## config.mk

```make
export PLATFORM = sky130hd
export DESIGN_NAME = pc_fetch_register
export DESIGN_NICKNAME = d
export VERILOG_FILES = /design/src/rtl/pc_fetch_register.sv
export SDC_FILE = /design/constraint.sdc
export NUM_CORES = 1
export LEC_CHECK = 0
export CAP_MARGIN = 5
export CORE_AREA = 5 5 70 104
export DETAILED_ROUTE_END_ITERATION = 10
export DIE_AREA = 0 0 75 109
export PLACE_DENSITY = 0.77
export SLEW_MARGIN = 20
export SYNTH_ARGS = -nofsm -noshare
export SYNTH_HDL_FRONTEND = slang
export SYNTH_SLANG_ARGS = --single-unit
export TNS_END_PERCENT = 5
```

## constraint.sdc

```tcl
create_clock -name clk -period 10.5 [get_ports clk]
set_input_delay 2.1 -clock clk [delete_from_list [all_inputs] [get_ports clk]]
set_output_delay 2.1 -clock clk [all_outputs]
set_load 0.01 [all_outputs]
```

## src/rtl/pc_fetch_register.sv

```systemverilog
// pc_fetch_register
// -----------------
// Program counter and fetch stage for a strictly linear program. The current
// index goes out to the external incrementer and to instruction memory; the
// incremented value comes back and is loaded on every issued fetch. Returned
// instructions land in a 2-entry FIFO that decode drains with valid/ready.
// After LAST_INDEX has been issued no further fetches happen, and halt rises
// once the outstanding read and the buffer have both drained.
//
// Ports:
//   clk                          system clock, rising edge
//   reset                        asynchronous, active-high reset
//   instruction_input_index_old  current PC (incrementer input, imem address)
//   instruction_input_index_new  incremented PC from the incrementer
//   imem_rd_en                   read strobe to instruction memory
//   imem_rdata                   memory data, valid the cycle after the strobe
//   stall                        blocks issue of new fetches
//   instr_valid                  buffer head holds an instruction
//   instr_data                   buffer-head instruction word
//   instr_index                  index the head instruction was fetched from
//   instr_ready                  decode accepts the head when valid && ready
//   halt                         program finished and buffer drained
module pc_fetch_register #(
    parameter int                ADDR_W      = 8,
    parameter int                INSTR_W     = 16,
    parameter logic [ADDR_W-1:0] RESET_INDEX = {ADDR_W{1'b0}},
    parameter logic [ADDR_W-1:0] LAST_INDEX  = {ADDR_W{1'b1}}
) (
    input  logic               clk,
    input  logic               reset,
    output logic [ADDR_W-1:0]  instruction_input_index_old,
    input  logic [ADDR_W-1:0]  instruction_input_index_new,
    output logic               imem_rd_en,
    input  logic [INSTR_W-1:0] imem_rdata,
    input  logic               stall,
    output logic               instr_valid,
    output logic [INSTR_W-1:0] instr_data,
    output logic [ADDR_W-1:0]  instr_index,
    input  logic               instr_ready,
    output logic               halt
);

    typedef enum logic [1:0] {
        ST_RUN    = 2'd0,
        ST_DRAIN  = 2'd1,
        ST_HALTED = 2'd2
    } state_t;

    state_t              r_state;
    state_t              w_state_next;
    logic [ADDR_W-1:0]   r_pc;
    logic                r_in_flight;
    logic [ADDR_W-1:0]   r_fetch_idx;
    logic [INSTR_W-1:0]  r_buf_data [2];
    logic [ADDR_W-1:0]   r_buf_idx  [2];
    logic                r_wr_ptr;
    logic                r_rd_ptr;
    logic [1:0]          r_count;

    logic                w_pop;
    logic                w_push;
    logic                w_issue;
    logic [2:0]          w_occ;

    assign w_pop  = (r_count != 2'd0) && instr_ready;
    assign w_push = r_in_flight;
    assign w_occ  = {1'b0, r_count} + {2'b00, r_in_flight};

    // Issue while running, unstalled, and the buffer plus the outstanding read
    // (net of this cycle's pop) still leaves room. Written as occ < 2 + pop to
    // keep the unsigned arithmetic free of underflow. Reset gates the strobe
    // so it drops immediately on an asynchronous assert.
    assign w_issue = !reset && (r_state == ST_RUN) && !stall
                     && (w_occ < (3'd2 + {2'b00, w_pop}));

    assign imem_rd_en                  = w_issue;
    assign instruction_input_index_old = r_pc;
    assign instr_valid                 = (r_count != 2'd0);
    assign instr_data                  = r_buf_data[r_rd_ptr];
    assign instr_index                 = r_buf_idx[r_rd_ptr];
    assign halt                        = (r_state == ST_HALTED);

    // Next-state logic for the run / drain / halted sequencing.
    always_comb begin
        w_state_next = r_state;
        case (r_state)
            ST_RUN: begin
                if (w_issue && (r_pc == LAST_INDEX)) begin
                    w_state_next = ST_DRAIN;
                end else begin
                    w_state_next = ST_RUN;
                end
            end
            ST_DRAIN: begin
                if (!r_in_flight && (r_count == 2'd0)) begin
                    w_state_next = ST_HALTED;
                end else begin
                    w_state_next = ST_DRAIN;
                end
            end
            ST_HALTED: w_state_next = ST_HALTED;
            default:   w_state_next = ST_RUN;
        endcase
    end

    // State register.
    always_ff @(posedge clk or posedge reset) begin
        if (reset) begin
            r_state <= ST_RUN;
        end else begin
            r_state <= w_state_next;
        end
    end

    // PC load and outstanding-read tracking; the fetched index travels with
    // the read so it can be paired with the returning data.
    always_ff @(posedge clk or posedge reset) begin
        if (reset) begin
            r_pc        <= RESET_INDEX;
            r_in_flight <= 1'b0;
            r_fetch_idx <= {ADDR_W{1'b0}};
        end else begin
            r_in_flight <= w_issue;
            if (w_issue) begin
                r_pc        <= instruction_input_index_new;
                r_fetch_idx <= r_pc;
            end
        end
    end

    // Buffer storage: returned data is written the edge after issue.
    always_ff @(posedge clk or posedge reset) begin
        if (reset) begin
            r_buf_data[0] <= {INSTR_W{1'b0}};
            r_buf_data[1] <= {INSTR_W{1'b0}};
            r_buf_idx[0]  <= {ADDR_W{1'b0}};
            r_buf_idx[1]  <= {ADDR_W{1'b0}};
        end else if (w_push) begin
            r_buf_data[r_wr_ptr] <= imem_rdata;
            r_buf_idx[r_wr_ptr]  <= r_fetch_idx;
        end
    end

    // Buffer pointers and occupancy; push and pop together leave count as is.
    always_ff @(posedge clk or posedge reset) begin
        if (reset) begin
            r_wr_ptr <= 1'b0;
            r_rd_ptr <= 1'b0;
            r_count  <= 2'd0;
        end else begin
            if (w_push) begin
                r_wr_ptr <= ~r_wr_ptr;
            end
            if (w_pop) begin
                r_rd_ptr <= ~r_rd_ptr;
            end
            case ({w_push, w_pop})
                2'b10:   r_count <= r_count + 2'd1;
                2'b01:   r_count <= r_count - 2'd1;
                default: r_count <= r_count;
            endcase
        end
    end

endmodule

```

# After elaboration in Yosys (flattened, before gate mapping)
# Cells that the tools add are included.
dict set report totals {
  register_bits 71
  out_inout_bits 35
  word_cells 58
}
dict set report classes {
  mux 16
  bitwise 4
  n_eq_ne 5
  add_sub_neg 4
  n_lt_le_gt_ge 4
  reduce_logical 14
}
# operator n
set op_table {}
lappend op_table {{two-way mux 16 bit} 4}
lappend op_table {{bitwise mux 32 bit} 1}
lappend op_table {{two-way mux 8 bit} 4}
lappend op_table {{bitwise mux 16 bit} 1}
lappend op_table {{demux 16 bit (select 1 bit)} 1}
lappend op_table {{demux 8 bit (select 1 bit)} 1}
lappend op_table {{== test 8 bit (second input constant)} 1}
lappend op_table {{logical AND 1 bit} 7}
lappend op_table {{case mux 2 bit (3 select lines)} 1}
lappend op_table {{== test 2 x 1 -> 1 bit (second input constant)} 2}
lappend op_table {{== test 2 bit (second input constant)} 2}
lappend op_table {{greater-or-equal comparator 2 bit (second input constant)} 2}
lappend op_table {{zero test 2 bit} 2}
lappend op_table {{NOT 1 -> 2 bit} 2}
lappend op_table {{case mux 2 bit (2 select lines)} 1}
lappend op_table {{nonzero test 2 bit} 2}
lappend op_table {{adder 2 x 1 -> 3 bit} 1}
lappend op_table {{adder 2 x 1 -> 3 bit (first input constant)} 1}
lappend op_table {{zero test 1 bit} 3}
lappend op_table {{< comparator 3 bit} 1}
lappend op_table {{adder 2 x 1 -> 2 bit (second input constant)} 1}
lappend op_table {{< comparator 2 x 1 -> 1 bit (second input constant)} 1}
lappend op_table {{two-way mux 2 bit} 1}
lappend op_table {{NOT 1 bit} 2}
lappend op_table {{2 further kinds} 2}

# Logic depth before layout (Yosys ltp)
dict set report depth {
  word_depth 8
  mapped_depth 6
  ltp_nobuf 6
}

# Worst setup path before layout
# OpenSTA, ideal clock, no wires.
dict set report synth_path {
  path_kind {in2out}
  startpoint {input port reset}
  endpoint {output port imem_rd_en}
  arrival_time_ns 4.338
  path_buffers 1
  cell_stages 4
  setup_slack_ns 4.062
  required_ns 8.400
  cell_sequence {inv_1 -> nand3_4 -> buf_6 -> inv_1}
}
dict set report synth_via {
  elab_chain_len 4
}
# element line_no
set synth_lines {}
lappend synth_lines {{start: declaration} 30} ;# input logic reset,
lappend synth_lines {{zero test 1 bit (no line)} -}
lappend synth_lines {{logical AND 1 bit (2 in a row)} 73} ;# assign w_issue = !reset && (r_state == ST_RUN) && !stall
lappend synth_lines {{logical AND 1 bit} 74} ;# && (w_occ < (3'd2 + {2'b00, w_pop}));
lappend synth_lines {{end: declaration} 33} ;# output logic imem_rd_en,
# Every way passes these cells.

# Worst setup path after layout
dict set report layout_path {
  startpoint {input port stall}
  endpoint {output port imem_rd_en}
}
dict set report layout_via {
  elab_chain_len 3
}
# element line_no
set layout_lines {}
lappend layout_lines {{start: declaration} 35} ;# input logic stall,
lappend layout_lines {{zero test 1 bit} 73}
lappend layout_lines {{logical AND 1 bit} 73}
lappend layout_lines {{logical AND 1 bit} 74}
# Every way passes these cells.

==> metrics.csv <==
metric;value;unit
status;finished, final reports clean;
Final Net Count;294;
dpl cells;328;
Syn Nets;227;
reg2reg end;r_fetch_idx[0]$_DFFE_PP0P_;
reg2reg setup slack;8660;ps
Sw Pwr;370;µW
post-synth cell types;22;
clk_lat worst skew;340;ps
cells after synthesis;196;
Critical Path RT;8400;ps
Initial Util;48.3;%
P_leak;0.00170;µW
final hold vios;0;
Inserted Clock Buffers;9;
number of synthesized flops with an enable pin;0;
final setup vio count;0;
max incr delay on CP;550;ps
Fin Clk Skew;4.66;ps
clock power share;15.1;%
GR Overflow Total;0;
Min-Delay Path Class;register to register;
GPL Wtd Cong;0.720;
Max-cap violations;0;
residual DRC count;0;
number of DRC markers in iteration 0;28;
via count;1797;
HP Start;r_buf_data[6]$_DFFE_PP0P_;
Rows;36;
CTS clock-pin slew for the worst setup and hold paths;60;ps
nature of the critical path startpoint;primary input;
RR Startpoint;r_count[0]$_DFFE_PP0P_;
Die Y;109;µm
minimum clock period;5910;ps
crit path capture type;primary output;
Reg area;1780;µm²
Least-Margin Pin Slew;872;ps
worst-case hold path end point;r_buf_data[6]$_DFFE_PP0P_;
DP HPWL;3650;µm
Yosys warning total;0;
CTS Hold Bufs;0;
Pre-Repair DR Iteration Count;2;
critical path class;primary input to primary output;
peak supply drop;0.000154;V
Clock Path Buffers;2;
worst slack, placed;4580;ps
RSZ-0062 raised after global routing;no;
IO buf count;62;
fin cells;342;
share of cells above drive strength 1;41.7;%
ys async rst share;100;%
Max-slew headroom;41.8;%
Filler cells;519;
Post-CTS Repair Setup Buffers;0;
ys flop type;dfrtp_1;
CP dominant cell by count;clkdlybuf4s50_1;
# H-tree levels;3;
largest net degree at the start of global routing;72;
sw frac;29.8;%
Logic pwr share;43.9;%
routed len/inst;16.1;µm
ant diodes;0;
worst-path maximum fanout;18;
syn_area_per_cell;15.7;µm²
Crit-path slowest cell;clkdlybuf4s50_1;
Clock Sinks;71;
initial antenna violation count;0;
multi-input logic area;1230;µm²
Setup Total Neg Slack;0;ps
worst-case reg-to-reg path depth;5;
Seq pwr share;41.0;%
Pwr Density;317;nW/µm²
Largest delay share family, worst path;buffers and inverters;
Mapped Area;3070;µm²
sequential-to-total area share from yosys stat;57.9;%
Seq cells post-synth;71;
WP buf/inv;3;
max-slew violations;0;
Max Fclk;0.169;GHz
worst hold path depth;1;
post-route setup slack;4590;ps
Die Span X;75;µm
core area;6350;µm²
vias in the first global route;1999;
Post-DRT Antenna Nets;0;
Crit path arrival time;3810;ps
P_int;872;µW
Vias/cell;5.25;
Layout area overhead;27.8;%
first-pass GRT wire length;9290;µm
post-cts resize count;0;
Detailed Route WL;5490;µm
Root Driver;clkbuf_8;
Total GRT Usage;15.1;%
crit path cell chain;clkdlybuf4s50_1 > nor4_4 > nand3_4 > inv_1 > clkdlybuf4s50_1;
Final period util;56.3;%
area of the die;8180;µm²
io pins;63;
CTS tree;yes;
WHS;499;ps
-- layer usage --
metal	GRT usage [%]	vias up	part of all wire [%]	routed length (µm)
met5	0	-	0	0
met2	24.5	48	50	2730
met4	6.49	0	1.6	89
met1	17.9	912	41	2240
li1	-	829	-	-
met3	5.26	8	7.8	426
-- metrics by stage --
stage               util [%]  total power [µW]  cell area (µm²)
floorplan                  -               826             3070
global placement        59.1              1060             3750
detailed placement      59.1              1070             3750
CTS                     61.7              1270             3920
global route            61.8              1330             3920
finish                  61.8              1240             3920
-- synth_stat cells, drive strengths merged (2+ instances only) --
| master | instances | area [µm²] |
|---|---|---|
| mux2 | 88 | 1020 |
| dfrtp | 71 | 1780 |
| buf | 7 | 41.3 |
| inv | 5 | 18.8 |
| nor2 | 4 | 17.5 |
| ha | 3 | 37.5 |
| xnor2 | 3 | 26.3 |
| nand4 | 2 | 12.5 |
| o21ai | 2 | 17.5 |
| xor2 | 2 | 17.5 |
-- cell families after synthesis --
family	count (synthesis)	share of synthesized area, %
flops	71	57.9
simple gates	12	3.02
mux	88	33.3
buf+inv	13	2.08
compound gates	4	1.10
xor+xnor	5	1.43
fa+ha+maj	3	1.22
-- area by class of cell --
class / instances / area share, %
Sequential cell: 71 / 45.3
Timing Repair Buffer: 64 / 16.2
Clock inverter: 1 / 0.128
Tap cell: 76 / 2.42
Clock buffer: 13 / 4.05
Multi-Input combinational cell: 112 / 31.4
Inverter: 5 / 0.478
-- how the worst max path moves through the flow --
| stage | start | endpoint | slack [ps] | depth (start not counted) |
|---|---|---|---|---|
| 4_1_cts | stall | imem_rd_en | 4560 | 5 |
| 3_5_place_dp | stall | imem_rd_en | 4580 | 5 |
| 6_report | stall | imem_rd_en | 4590 | 5 |
| 2_1_floorplan | reset | imem_rd_en | 4060 | 4 |
| 3_3_place_gp | stall | imem_rd_en | 4600 | 5 |
| 5_1_grt | stall | imem_rd_en | 4450 | 5 |
-- power groups by stage --
stage | sequential, µW | clock, µW | combinational [µW]
floorplan | 479 | 0 | 347
global placement | 511 | 0 | 547
detailed placement | 517 | 0 | 555
CTS | 513 | 193 | 559
global route | 533 | 203 | 593
finish | 510 | 187 | 545
-- sequential cells by signal (all words and copies together) (netlist names) --
signal and flops:
instruction_input_index_old 8, r_buf_data 32, r_buf_idx 16, r_count 2, r_fetch_idx 8, r_in_flight 1
r_rd_ptr 1, r_state 2, r_wr_ptr 1
-- cell usage in the layout (no fill, tap or decap) --
| master | synthesis | layout |
|---|---|---|
| xor2_1 | 2 | 2 |
| buf_4 | 0 | 2 |
| nor2_1 | 3 | 3 |
| mux2_4 | 8 | 8 |
| clkbuf_8 | 0 | 11 |
| xnor2_1 | 3 | 3 |
| dfrtp_1 | 71 | 70 |
| clkdlybuf4s50_1 | 0 | 62 |
| or2_2 | 1 | 1 |
| or4_1 | 1 | 1 |
| inv_1 | 5 | 4 |
| inv_2 | 0 | 1 |
| clkbuf_1 | 1 | 2 |
| o21ai_2 | 2 | 2 |
| nor2b_1 | 1 | 1 |
| o32ai_1 | 1 | 1 |
| nor4_4 | 1 | 1 |
| mux2_2 | 80 | 80 |
| nand3_4 | 1 | 1 |
| nor2_2 | 1 | 1 |
| ha_1 | 3 | 3 |
| nand4_1 | 2 | 2 |
| dfrtp_2 | 0 | 1 |
| clkinv_2 | 0 | 1 |
| a21o_1 | 1 | 1 |
| nand2_2 | 0 | 1 |
Note: power is estimated with default switching activity, not from simulation.
